### config.mk
export PLATFORM = sky130hd
export DESIGN_NAME = imem_loader
export DESIGN_NICKNAME = d
export VERILOG_FILES = /design/src/rtl/imem_loader.sv
export SDC_FILE = /design/constraint.sdc
export NUM_CORES = 1
export LEC_CHECK = 0
export BUFFER_PORTS_ARGS = -buffer_cell sky130_fd_sc_hd__buf_2
export CAP_MARGIN = 20
export CORE_ASPECT_RATIO = 1.25
export CORE_UTILIZATION = 56
export DETAILED_ROUTE_END_ITERATION = 8
export PLACE_DENSITY = 0.8
export SYNTH_ARGS = -nofsm -noshare
export SYNTH_HDL_FRONTEND = slang
export SYNTH_SLANG_ARGS = --single-unit
### constraint.sdc
create_clock -name CLK -period 2.5 [get_ports CLK]
set_input_delay 0.125 -clock CLK [delete_from_list [all_inputs] [get_ports CLK]]
set_output_delay 0.125 -clock CLK [all_outputs]
set_load 0.005 [all_outputs]
### src/rtl/imem_loader.sv
// imem_loader: packs host words into instruction lines,
// writes them to the instruction SRAM and releases PURGE.
module imem_loader #(
  parameter int ADDR_W    = 14,
  parameter int LINE_W    = 128,
  parameter int WORD_W    = 32,
  parameter int DRAIN_CYC = 2
) (
  input  logic              CLK,
  input  logic              RSTL,
  input  logic              START,
  input  logic [ADDR_W:0]   LEN,
  input  logic              S_VALID,
  input  logic [WORD_W-1:0] S_DATA,
  output logic              S_READY,
  output logic [ADDR_W-1:0] WADDRI,
  output logic [LINE_W-1:0] DI,
  output logic              WCEBI,
  output logic              PURGE,
  output logic              BUSY,
  output logic              DONE,
  output logic              ERR
);

  localparam int NW = LINE_W / WORD_W;
  localparam int IW = $clog2(NW);
  localparam int DW = $clog2(DRAIN_CYC + 1);
  localparam logic [ADDR_W:0] MAX_LEN =
    {1'b1, {ADDR_W{1'b0}}};

  typedef enum logic [2:0] {
    HALT, LOAD, WRITE, DRAIN, RUN
  } state_t;

  state_t state, state_n;

  logic [ADDR_W:0]          len_q;
  logic [ADDR_W:0]          lcnt;
  logic [ADDR_W:0]          lcnt_inc;
  logic [ADDR_W-1:0]        addr;
  logic [IW-1:0]            widx;
  logic [DW-1:0]            dcnt;
  logic [LINE_W-WORD_W-1:0] lbuf;
  logic                     accept;
  logic                     last_word;
  logic                     len_ok;
  logic                     go;
  logic                     err_n;
  logic                     done_n;

  assign S_READY  = (state == LOAD);
  assign BUSY     = state inside {LOAD, WRITE, DRAIN};
  assign PURGE    = (state != RUN);
  assign lcnt_inc = lcnt + 1'b1;

  always_ff @(posedge CLK or negedge RSTL) begin
    if (!RSTL) state <= HALT;
    else       state <= state_n;
  end

  always_comb begin
    state_n   = state;
    err_n     = 1'b0;
    done_n    = 1'b0;
    go        = 1'b0;
    len_ok    = (LEN != '0) && (LEN <= MAX_LEN);
    accept    = S_VALID && (state == LOAD);
    last_word = accept && (widx == IW'(NW - 1));
    unique case (state)
      HALT, RUN: begin
        if (START) begin
          if (len_ok) begin
            go      = 1'b1;
            state_n = LOAD;
          end else begin
            err_n = 1'b1;
          end
        end
      end
      LOAD: begin
        err_n = START;
        if (last_word) state_n = WRITE;
      end
      WRITE: begin
        err_n = START;
        if (lcnt_inc == len_q) state_n = DRAIN;
        else                   state_n = LOAD;
      end
      DRAIN: begin
        err_n = START;
        if (dcnt == DW'(DRAIN_CYC - 1)) begin
          state_n = RUN;
          done_n  = 1'b1;
        end
      end
      default: state_n = HALT;
    endcase
  end

  always_ff @(posedge CLK or negedge RSTL) begin
    if (!RSTL) begin
      len_q  <= '0;
      lcnt   <= '0;
      addr   <= '0;
      widx   <= '0;
      dcnt   <= '0;
      lbuf   <= '0;
      DI     <= '0;
      WADDRI <= '0;
      WCEBI  <= 1'b1;
      DONE   <= 1'b0;
      ERR    <= 1'b0;
    end else begin
      DONE  <= done_n;
      ERR   <= err_n;
      WCEBI <= (state_n != WRITE);
      dcnt  <= (state == DRAIN) ? dcnt + 1'b1 : '0;
      if (go) begin
        len_q <= LEN;
        lcnt  <= '0;
        addr  <= '0;
        widx  <= '0;
      end
      if (accept) begin
        widx <= widx + 1'b1;
        for (int k = 0; k < NW - 1; k++)
          if (widx == IW'(k))
            lbuf[k*WORD_W +: WORD_W] <= S_DATA;
      end
      // the final word goes straight into DI with the buffered rest
      if (last_word) begin
        DI     <= {S_DATA, lbuf};
        WADDRI <= addr;
      end
      if (state == WRITE) begin
        addr <= addr + 1'b1;
        lcnt <= lcnt_inc;
        widx <= '0;
      end
    end
  end

endmodule
### Word-level counts from Yosys, hierarchy flattened

Cells that the tools add are included.

* logic and storage cells: 66
* output and inout port bits: 148
* register bits after elaboration: 292

* equal/unequal tests: 11
* reduce and logical (&&, ||, !) cells: 14
* add/sub/neg operators: 4
* multiplexer cells: 22
* magnitude comparators: 1

Operators with widths (count)
* 15-bit 2-to-1 mux: 2
* 14-bit 2-to-1 mux: 2
* 15-bit by 1-bit adder with 15-bit output (second input constant): 1
* 15-bit == test: 1
* 15-bit <= comparator (second input constant): 1
* 15-bit nonzero test: 1
* 14-bit by 1-bit adder with 14-bit output (second input constant): 1
* 3-bit 2-to-1 mux: 4
* 3-bit case mux with 4 select lines: 1
* 2-bit 2-to-1 mux: 5
* 1-bit 2-to-1 mux: 7
* 3-bit by 2-bit == test with 1-bit output (second input constant): 2
* 2-bit AND reduction: 3
* 3-bit nonzero test: 2
* 2-bit by 1-bit adder with 2-bit output (second input constant): 2
* 2-bit by 1-bit == test with 1-bit output (second input constant): 2
* 2-bit == test (second input constant): 2
* 3-bit by 1-bit == test with 1-bit output (second input constant): 1
* 3-bit == test (second input constant): 1
* 1-bit logical AND: 3
* 3-bit zero test: 1
* 3-bit by 2-bit inequality test with 1-bit output (second input constant): 1
* 3-bit inequality test (second input constant): 1
* 3-bit OR reduction: 1
* 4 further kinds: 4

### Longest topological paths before layout

Gate-level depths: netlist of run 1.

* depth after elaboration: 8
* gate-level depth with buffers: 9
* depth with buffers taken out: 7

### Worst setup path before layout of run 1

OpenSTA, ideal clock, no wires.

* path type: reg-to-reg
* start: reg state[2]
* end: reg state[1]
* data required time: 2.425 ns
* path buffers: 2
* arrival time: 1.771 ns
* stages on the path, launching flop included: 9
* clock period less this slack: 1.846 ns
* slack: 0.654 ns
* path through: dfrtp_1 buf_6 or3b_1 buf_2 a2111oi_4 nand2_1 nor4_2 nand3_1 o21bai_2

* word-level cells in the longest chain between the ends: 5

Ends and longest elaborated chain
* from (decl): line 35 `state_t state, state_n;`
* from (signal assigned): line 58 `else state <= state_n;`
* 3-bit by 1-bit == test with 1-bit output: line 67, 69
* 1-bit logical AND: line 67 `accept = S_VALID && (state == LOAD);`
* 1-bit logical AND: line 68 `last_word = accept && (widx == IW'(NW - 1));`
* 3-bit 2-to-1 mux: line 82 `if (last_word) state_n = WRITE;`
* 3-bit case mux with 4 select lines *: line 69 `unique case (state)`
* named net state_n[1]: line 35

Mark *: on every way through the listed nets, which the timed path passes. The rest lies on a longest branch.
A chain may end at the register's enable or synchronous reset.

### Worst setup path in the final report of run 1

* start: reg state[0]
* end: reg DI[104]

* word-level cells in the longest chain between the ends: 3

Ends and longest elaborated chain
* 3-bit by 1-bit == test with 1-bit output: line 67
* 1-bit logical AND: line 67
* 1-bit logical AND: line 68
* to (signal assigned): line 132 `DI <= {S_DATA, lbuf};`
* to (decl): line 17 `output logic [LINE_W-1:0] DI,`

Every way passes these cells.

==> impl_metrics.py, run 1 <==
metrics = {
    "synthesis": {
        "ys_seq_elements": 292,
        "synth_top_area_share_pct": 62.3,
        "ys_top_cells_by_count": "dfrtp_1 (291), mux2_2 (203), mux2_1 (50)",
        "yosysWarnings": 0,
        "synth.most_common_cell": "dfrtp_1",
        "synth_top_cell_by_area": "dfrtp_1",
        "ys_types": 46,
        "synth_enable_flop_cells": 0,
        "netlist_instances": 813,
        "ys.flop_type": "dfrtp_1",
        "syn_area_mm2": 0.0117,
        "async_flop_share_pct": 100,
        "syn_nets": 871,
        "seq_area_frac_synth_pct": 62.5,
        "synthTopCellsByArea": "dfrtp_1 (62%), mux2_2 (20%), mux2_1 (4.8%), o21ai_0 (1.6%), xnor2_1 (1.1%)",
        "synth_area_per_cell_um2": 14.4,
    },
    "timing": {
        "fin_skew_ps": 14.4,
        "max_freq_mhz": 474,
        "final-hold-violation-count": 0,
        "finalCritPeriodShare_pct": 84.4,
        "setup_tns_ps": 0,
        "slew_violations": 0,
        "max_slew_margin_pct": 43.1,
        "finalSetupViolations": 0,
        "min_period_ps": 2110,
        "rsz0062_at_grt": "false",
        "worst_hold_slack_ps": 57.1,
        "worst_pin_slew_ps": 854,
    },
    "finish": {
        "final_cell_area_mm2": 0.0145,
        "stdcell_count": 1360,
        "area_growth_pct": 24.1,
        "fillers": 1354,
        "drive_above_1_share_pct": 43.2,
        "antenna_cells": 0,
        "layout.nets": 1126,
    },
    "grt": {
        "grt_max_degree": 146,
        "gr-usage-all-layers_pct": 23.5,
        "grt_pass1_vias": 7727,
        "grt_pass1_wl_mm": 40.1,
        "overflow": 0,
        "grt_antenna_before_repair": 0,
    },
    "critical_path": {
        "max_stage_delay_ps": 510,
        "reg2reg_slack_ps": 390,
        "slowest_stage": "buf_12",
        "critPathMaxFanout": 145,
        "crit_type": "flop to flop",
        "regToRegEndpoint": "DI[104]$_DFFE_PN0P_",
        "critical_path.startpoint_type": "flop",
        "critical_path.top_delay_family": "buffers and inverters",
        "endpoint_kind": "flop",
        "reg2reg_depth": 5,
        "path_cells": "nor4bb_1, buf_4, nand2_4, buf_12, mux2_2",
        "crit_arrival_ps": 2520,
        "path_buf_inv": 2,
        "r2r_start": "state[0]$_DFF_PN0_",
        "cp_data_required_time_ps": 2910,
    },
    "clocking": {
        "clockBufferDepth": 3,
        "cts-buffers-inserted": 28,
        "cts_resized": 0,
        "postCtsHoldBufs": 51,
        "clk_pin_slew_ps": 70,
        "clock-sinks": 292,
        "h-tree-depth": 1,
        "cts-root-buf": "clkbuf_16",
        "cts_tree": "yes",
        "cts_setup_buffers": 0,
        "worstSkewPairLatency_ps": 530,
    },
    "pwr": {
        "p_comb_share_pct": 27.5,
        "power_density_mw_per_mm2": 1150,
        "ir_drop_mv": 0.899,
        "swShare_pct": 28.3,
        "p_leak_nw": 7.05,
        "p_int_mw": 11.9,
        "pwr-share-seq_pct": 46.3,
        "power.net_switching_mw": 4.70,
        "clkPwrFrac_pct": 26.2,
    },
    "placement": {
        "placed_cells": 1257,
        "dp_hpwl_mm": 15.3,
        "place_congestion": 0.802,
        "port_buffers": 198,
        "dpl_cell_area_mm2": 0.0130,
    },
    "min_path": {
        "hp-class": "input port to async pin",
    },
    "detailed_routing": {
        "drt_iter0_drc": 395,
        "wl_mm": 24.5,
        "drt-wirelength-per-cell_um": 18.0,
        "num_vias": 7396,
        "viasPerCell": 5.44,
        "detail-route-antenna-nets": 0,
        "drc_errors": 0,
        "drtPass1Iterations": 4,
    },
    "run": {
        "cap_violations": 0,
    },
    "floorplan": {
        "die_h_um": 164,
        "coreArea_mm2": 0.0203,
        "start_util_pct": 57.5,
        "core.rowCount": 58,
        "fp.dieW_um": 131,
        "io-pin-count": 199,
        "die-area_mm2": 0.0215,
    },
    "outcome": {
        "outcome": "complete, no violations",
    },
}
-- state kept, by name, summed over array words and instances (netlist names) --
register,flops
DONE,1
widx,2
lbuf,96
DI,128
ERR,1
WCEBI,1
len_q,15
state,3
addr,14
lcnt,15
dcnt,2
WADDRI,14
-- power by group through the flow --
stage | Combinational (mW) | Sequential (mW) | Clock, mW
2_1_floorplan | 2.70 | 7.58 | 0
3_3_place_gp | 4.36 | 7.66 | 0
3_5_place_dp | 4.52 | 7.76 | 0
4_1_cts | 4.61 | 7.70 | 4.45
5_1_grt | 4.99 | 7.94 | 4.63
6_report | 4.56 | 7.70 | 4.35
-- kinds of logic (layout without fill, tap and decap cells) --
| group | Yosys count | in the layout | share of synthesized area (%) |
|---|---|---|---|
| AO/OA/AOI/OAI | 75 | 75 | 3.76 |
| XOR/XNOR | 22 | 22 | 1.65 |
| adder cells (fa/ha/maj) | 7 | 7 | 0.750 |
| buffers and inverters | 47 | 324 | 1.83 |
| flip-flops | 292 | 292 | 62.5 |
| multiplexers | 254 | 254 | 24.5 |
| AND/OR/NAND/NOR | 116 | 116 | 5.00 |
-- routing by layer --
metal	routed length [µm]	vias up	track usage [%]
li1	-	3392	-
met1	9970	3752	29.0
met2	12500	192	41.2
met3	1190	60	4.41
met4	812	0	9.30
met5	0	-	0
-- stage by stage --
stage | worst slack [ps] | total power [mW] | utilization, %
finish | 390 | 16.6 | 71.4
global route | 171 | 17.6 | 71.4
CTS | 397 | 16.8 | 71.4
detailed placement | 422 | 12.3 | 64.1
global placement | 430 | 12.0 | 64.1
floorplan | 654 | 10.3 | -
-- worst reg2reg max path, cell delays in order, from the launching register on --
cell	delay, ps
dfrtp_1	460
nor4bb_1	170
buf_4	180
nand2_4	70
buf_12	510
mux2_2	600
-- cells in the final DEF, fill, tap and decap left out, drive strengths merged, types with 2 or more instances in the layout --
cell type / Yosys / routed
o31ai: 4 / 4
xor2: 7 / 7
a31oi: 6 / 6
mux2: 253 / 253
ha: 7 / 7
nand3: 17 / 17
clkbuf: 7 / 43
nor4: 5 / 5
inv: 7 / 7
nor3b: 3 / 3
bufinv: 0 / 3
nand2b: 2 / 2
nand2: 31 / 31
or3b: 2 / 2
xnor2: 15 / 15
o21ai: 41 / 41
dfrtp: 291 / 291
and3: 6 / 6
nor2b: 2 / 2
nor2: 30 / 30
dlygate4sd3: 0 / 51
buf: 33 / 214
clkinv: 0 / 5
nor3: 3 / 3
or3: 2 / 2
nand4: 7 / 7
and2: 2 / 2
a21oi: 16 / 16
-- worst max-delay path by stage --
stage / cells past startpoint / endpoint / startpoint
2_1_floorplan: 8 / state[1]$_DFF_PN0_ / state[2]$_DFF_PN0_
3_3_place_gp: 7 / state[1]$_DFF_PN0_ / lcnt[0]$_DFFE_PN0P_
3_5_place_dp: 7 / state[1]$_DFF_PN0_ / lcnt[0]$_DFFE_PN0P_
4_1_cts: 7 / state[1]$_DFF_PN0_ / lcnt[0]$_DFFE_PN0P_
5_1_grt: 7 / state[1]$_DFF_PN0_ / lcnt[0]$_DFFE_PN0P_
6_report: 5 / DI[104]$_DFFE_PN0P_ / state[0]$_DFF_PN0_
-- final cells by class --
cell class | count | area [µm²] | area share [%]
clock buffers | 43 | 838 | 5.78
clock inverters | 9 | 130 | 0.897
inverters | 7 | 26.3 | 0.181
multi-input cells | 474 | 4180 | 28.8
flip-flops and latches | 292 | 7310 | 50.4
well taps | 270 | 338 | 2.33
repair buffers | 265 | 1680 | 11.6
No activity file was read; power rests on OpenSTA's default activity.
==> inputs of run 2 (changes only) <==
--- a/config.mk
+++ b/config.mk
@@ -8,9 +8,9 @@
 export BUFFER_PORTS_ARGS = -buffer_cell sky130_fd_sc_hd__buf_2
 export CAP_MARGIN = 20
 export CORE_ASPECT_RATIO = 1.25
-export CORE_UTILIZATION = 56
+export CORE_UTILIZATION = 51
 export DETAILED_ROUTE_END_ITERATION = 8
-export PLACE_DENSITY = 0.8
+export PLACE_DENSITY = 0.76
 export SYNTH_ARGS = -nofsm -noshare
 export SYNTH_HDL_FRONTEND = slang
 export SYNTH_SLANG_ARGS = --single-unit
==> constraint.sdc (replaced) <==
create_clock -name CLK -period 1.9 [get_ports CLK]
set_input_delay 0.095 -clock CLK [delete_from_list [all_inputs] [get_ports CLK]]
set_output_delay 0.095 -clock CLK [all_outputs]
set_load 0.005 [all_outputs]
==> run 2 against run 1 <==
The flow now finishes with violations (setup timing); power rose by 37%; die area rose by 9.7%; largest power group unchanged; final cell count rose by 3.2%; clock power rose by 46%; highest routed layer unchanged; count of clock-buffer cells in the layout fell by 5; sequential power rose by 31%; sequential share of layout area fell by 1.9 points; non-clock buffer count rose by 30; global-route usage fell by 1.8 points; largest cell class unchanged; worst hold slack improved by 12 ps; first-iteration DRC count fell by 0.76%; critical path type is now input port to flop.
==> impl_metrics.py, run 2 (synthesized netlist as in run 1, its figures left out) <==
metrics = {
    "critical_path": {
        "endpoint_kind": "flop",
        "crit_arrival_ps": 2330,
        "critical_path.startpoint_type": "input port",
        "max_stage_delay_ps": 550,
        "critical_path.top_delay_family": "buffers and inverters",
        "reg2reg_depth": 6,
        "slowest_stage": "dlygate4sd3_1",
        "worstSetupPathDepth": 8,
        "crit_type": "input port to flop",
        "cp_data_required_time_ps": 2320,
        "path_buf_inv": 3,
        "critPathMaxFanout": 15,
        "path_cells": "dlygate4sd3_1, buf_2, nor4_2, nand4_1, xor2_2, nand3_1, buf_4, mux2_2",
    },
    "finish": {
        "final_cell_area_mm2": 0.0151,
        "max_flop_register": "DI",
        "largest_reg_flops": 128,
        "fillers": 1559,
        "antenna_cells": 0,
        "reg_top3": "DI x128, lbuf x96",
        "layout.nets": 1157,
        "drive_above_1_share_pct": 46.4,
        "final_common_cell": "dfrtp_1",
        "layout_common_cells": "dfrtp_1 (291), mux2_2 (203), buf_2 (197), dlygate4sd3_1 (51), mux2_1 (50)",
        "area_growth_pct": 28.9,
    },
    "placement": {
        "dpl_cell_area_mm2": 0.0133,
        "port_buffers": 198,
        "place_congestion": 0.847,
        "dp_slack_ps": -0.0380,
        "dp_hpwl_mm": 16.3,
    },
    "floorplan": {
        "fp.dieW_um": 137,
        "die-area_mm2": 0.0235,
        "die_h_um": 171,
        "coreArea_mm2": 0.0224,
        "io-pin-count": 199,
        "start_util_pct": 52.3,
        "core.rowCount": 61,
    },
    "run": {
        "cap_violations": 0,
    },
    "pwr": {
        "finalPower_mw": 22.8,
        "power_density_mw_per_mm2": 1510,
        "ir_drop_mv": 1.02,
        "p_leak_nw": 7.32,
    },
    "grt": {
        "gr-usage-all-layers_pct": 21.7,
        "grt_pass1_vias": 7684,
        "overflow": 0,
        "grt_max_degree": 69,
        "grt_pass1_wl_mm": 40.0,
        "grt_antenna_before_repair": 0,
    },
    "timing": {
        "setup_ws_ps": -6.73,
        "worst_hold_slack_ps": 69.2,
        "min_period_ps": 1910,
        "finalSetupViolations": 5,
        "setup_tns_ps": -14.2,
        "max_freq_mhz": 524,
        "worst_pin_slew_ps": 435,
        "max_slew_margin_pct": 71.0,
        "finalCritPeriodShare_pct": 100,
        "fin_skew_ps": 13.4,
        "final-hold-violation-count": 0,
        "slew_violations": 0,
        "rsz0062_at_grt": "true",
    },
    "detailed_routing": {
        "drtPass1Iterations": 4,
        "drt_iter0_drc": 392,
        "drc_errors": 0,
        "num_vias": 7521,
        "route.met2.wl_mm": 13.3,
        "wl_met1_mm": 10.2,
        "dr_wl_met3_mm": 1.08,
        "wl_mm": 25.3,
        "detail-route-antenna-nets": 0,
        "highest_layer": "met4",
        "drt-wirelength-per-cell_um": 18.0,
        "viasPerCell": 5.36,
    },
    "clocking": {
        "clock-sinks": 292,
        "cts_tree": "yes",
        "clockBufferDepth": 3,
        "clk_pin_slew_ps": 60,
        "h-tree-depth": 1,
        "cts-buffers-inserted": 29,
        "worstSkewPairLatency_ps": 540,
        "cts-root-buf": "clkbuf_16",
    },
    "min_path": {
        "hp-class": "input port to async pin",
    },
    "outcome": {
        "outcome": "finished with violations",
        "violations": "setup timing",
    },
}
## run 2: cell types whose count changed in the layout (fill, tap and decap cells not counted), moves of 2 or more
cell | previous run | this run
bufinv_16 | 3 | 7
buf_12 | 4 | 13
clkbuf_1 | 8 | 3
nor4_2 | 2 | 4
nor4_1 | 3 | 0
buf_4 | 12 | 33
## run 2: path summary, 6_finish.rpt
kind	startpoint	endpoint	slack [ps]
hold reg to reg	dcnt[0]$_DFF_PN0_	dcnt[0]$_DFF_PN0_	440
hold / removal	RSTL	len_q[9]$_DFFE_PN0P_	70
setup reg to reg	state[2]$_DFF_PN0_	DI[10]$_DFFE_PN0P_	50
min in group CLK	S_DATA[23]	DI[119]$_DFFE_PN0P_	360
setup / recovery	LEN[4]	len_q[12]$_DFFE_PN0P_	-7
max in group asynchronous	RSTL	lbuf[64]$_DFFE_PN0P_	1120
## run 2: where the power goes
group          internal [mW]  switching (mW)  total, mW
Combinational           3.67            2.63       6.30
Sequential              8.76            1.34       10.1
Clock                   3.99            2.39       6.37
Total                   16.4            6.36       22.8
## run 2: layer usage
metal	track usage, %	vias up
met5	0	-
met4	6.69	0
met3	3.77	48
met2	38.4	155
met1	26.8	3844
li1	-	3474
## run 2: area by class of cell
class	count	area, µm²	area share [%]
Sequential cell	292	7310	48.5
Multi-Input combinational cell	474	4270	28.3
Timing Repair Buffer	295	2020	13.4
Clock buffer	38	820	5.44
Tap cell	283	354	2.35
Clock inverter	15	267	1.77
Inverter	7	26.3	0.174
## run 2: repair_timing
action | CTS | global route
hold endpoints to repair | 437 | 0
gates resized for setup | 1 | 15
hold buffers | 51 | 0
pin swaps | 0 | 14
gates cloned | 0 | 0
setup endpoints to repair | 3 | 28
setup buffers | 1 | 3
## run 2: metrics by stage
| step | utilization [%] | std cells |
|---|---|---|
| final | 67.4 | 1404 |
| after global routing | 67.4 | 1404 |
| after CTS | 66.9 | 1401 |
| after detailed placement | 59.7 | 1296 |
| after global placement | 59.7 | 1296 |
| after floorplan | - | 813 |
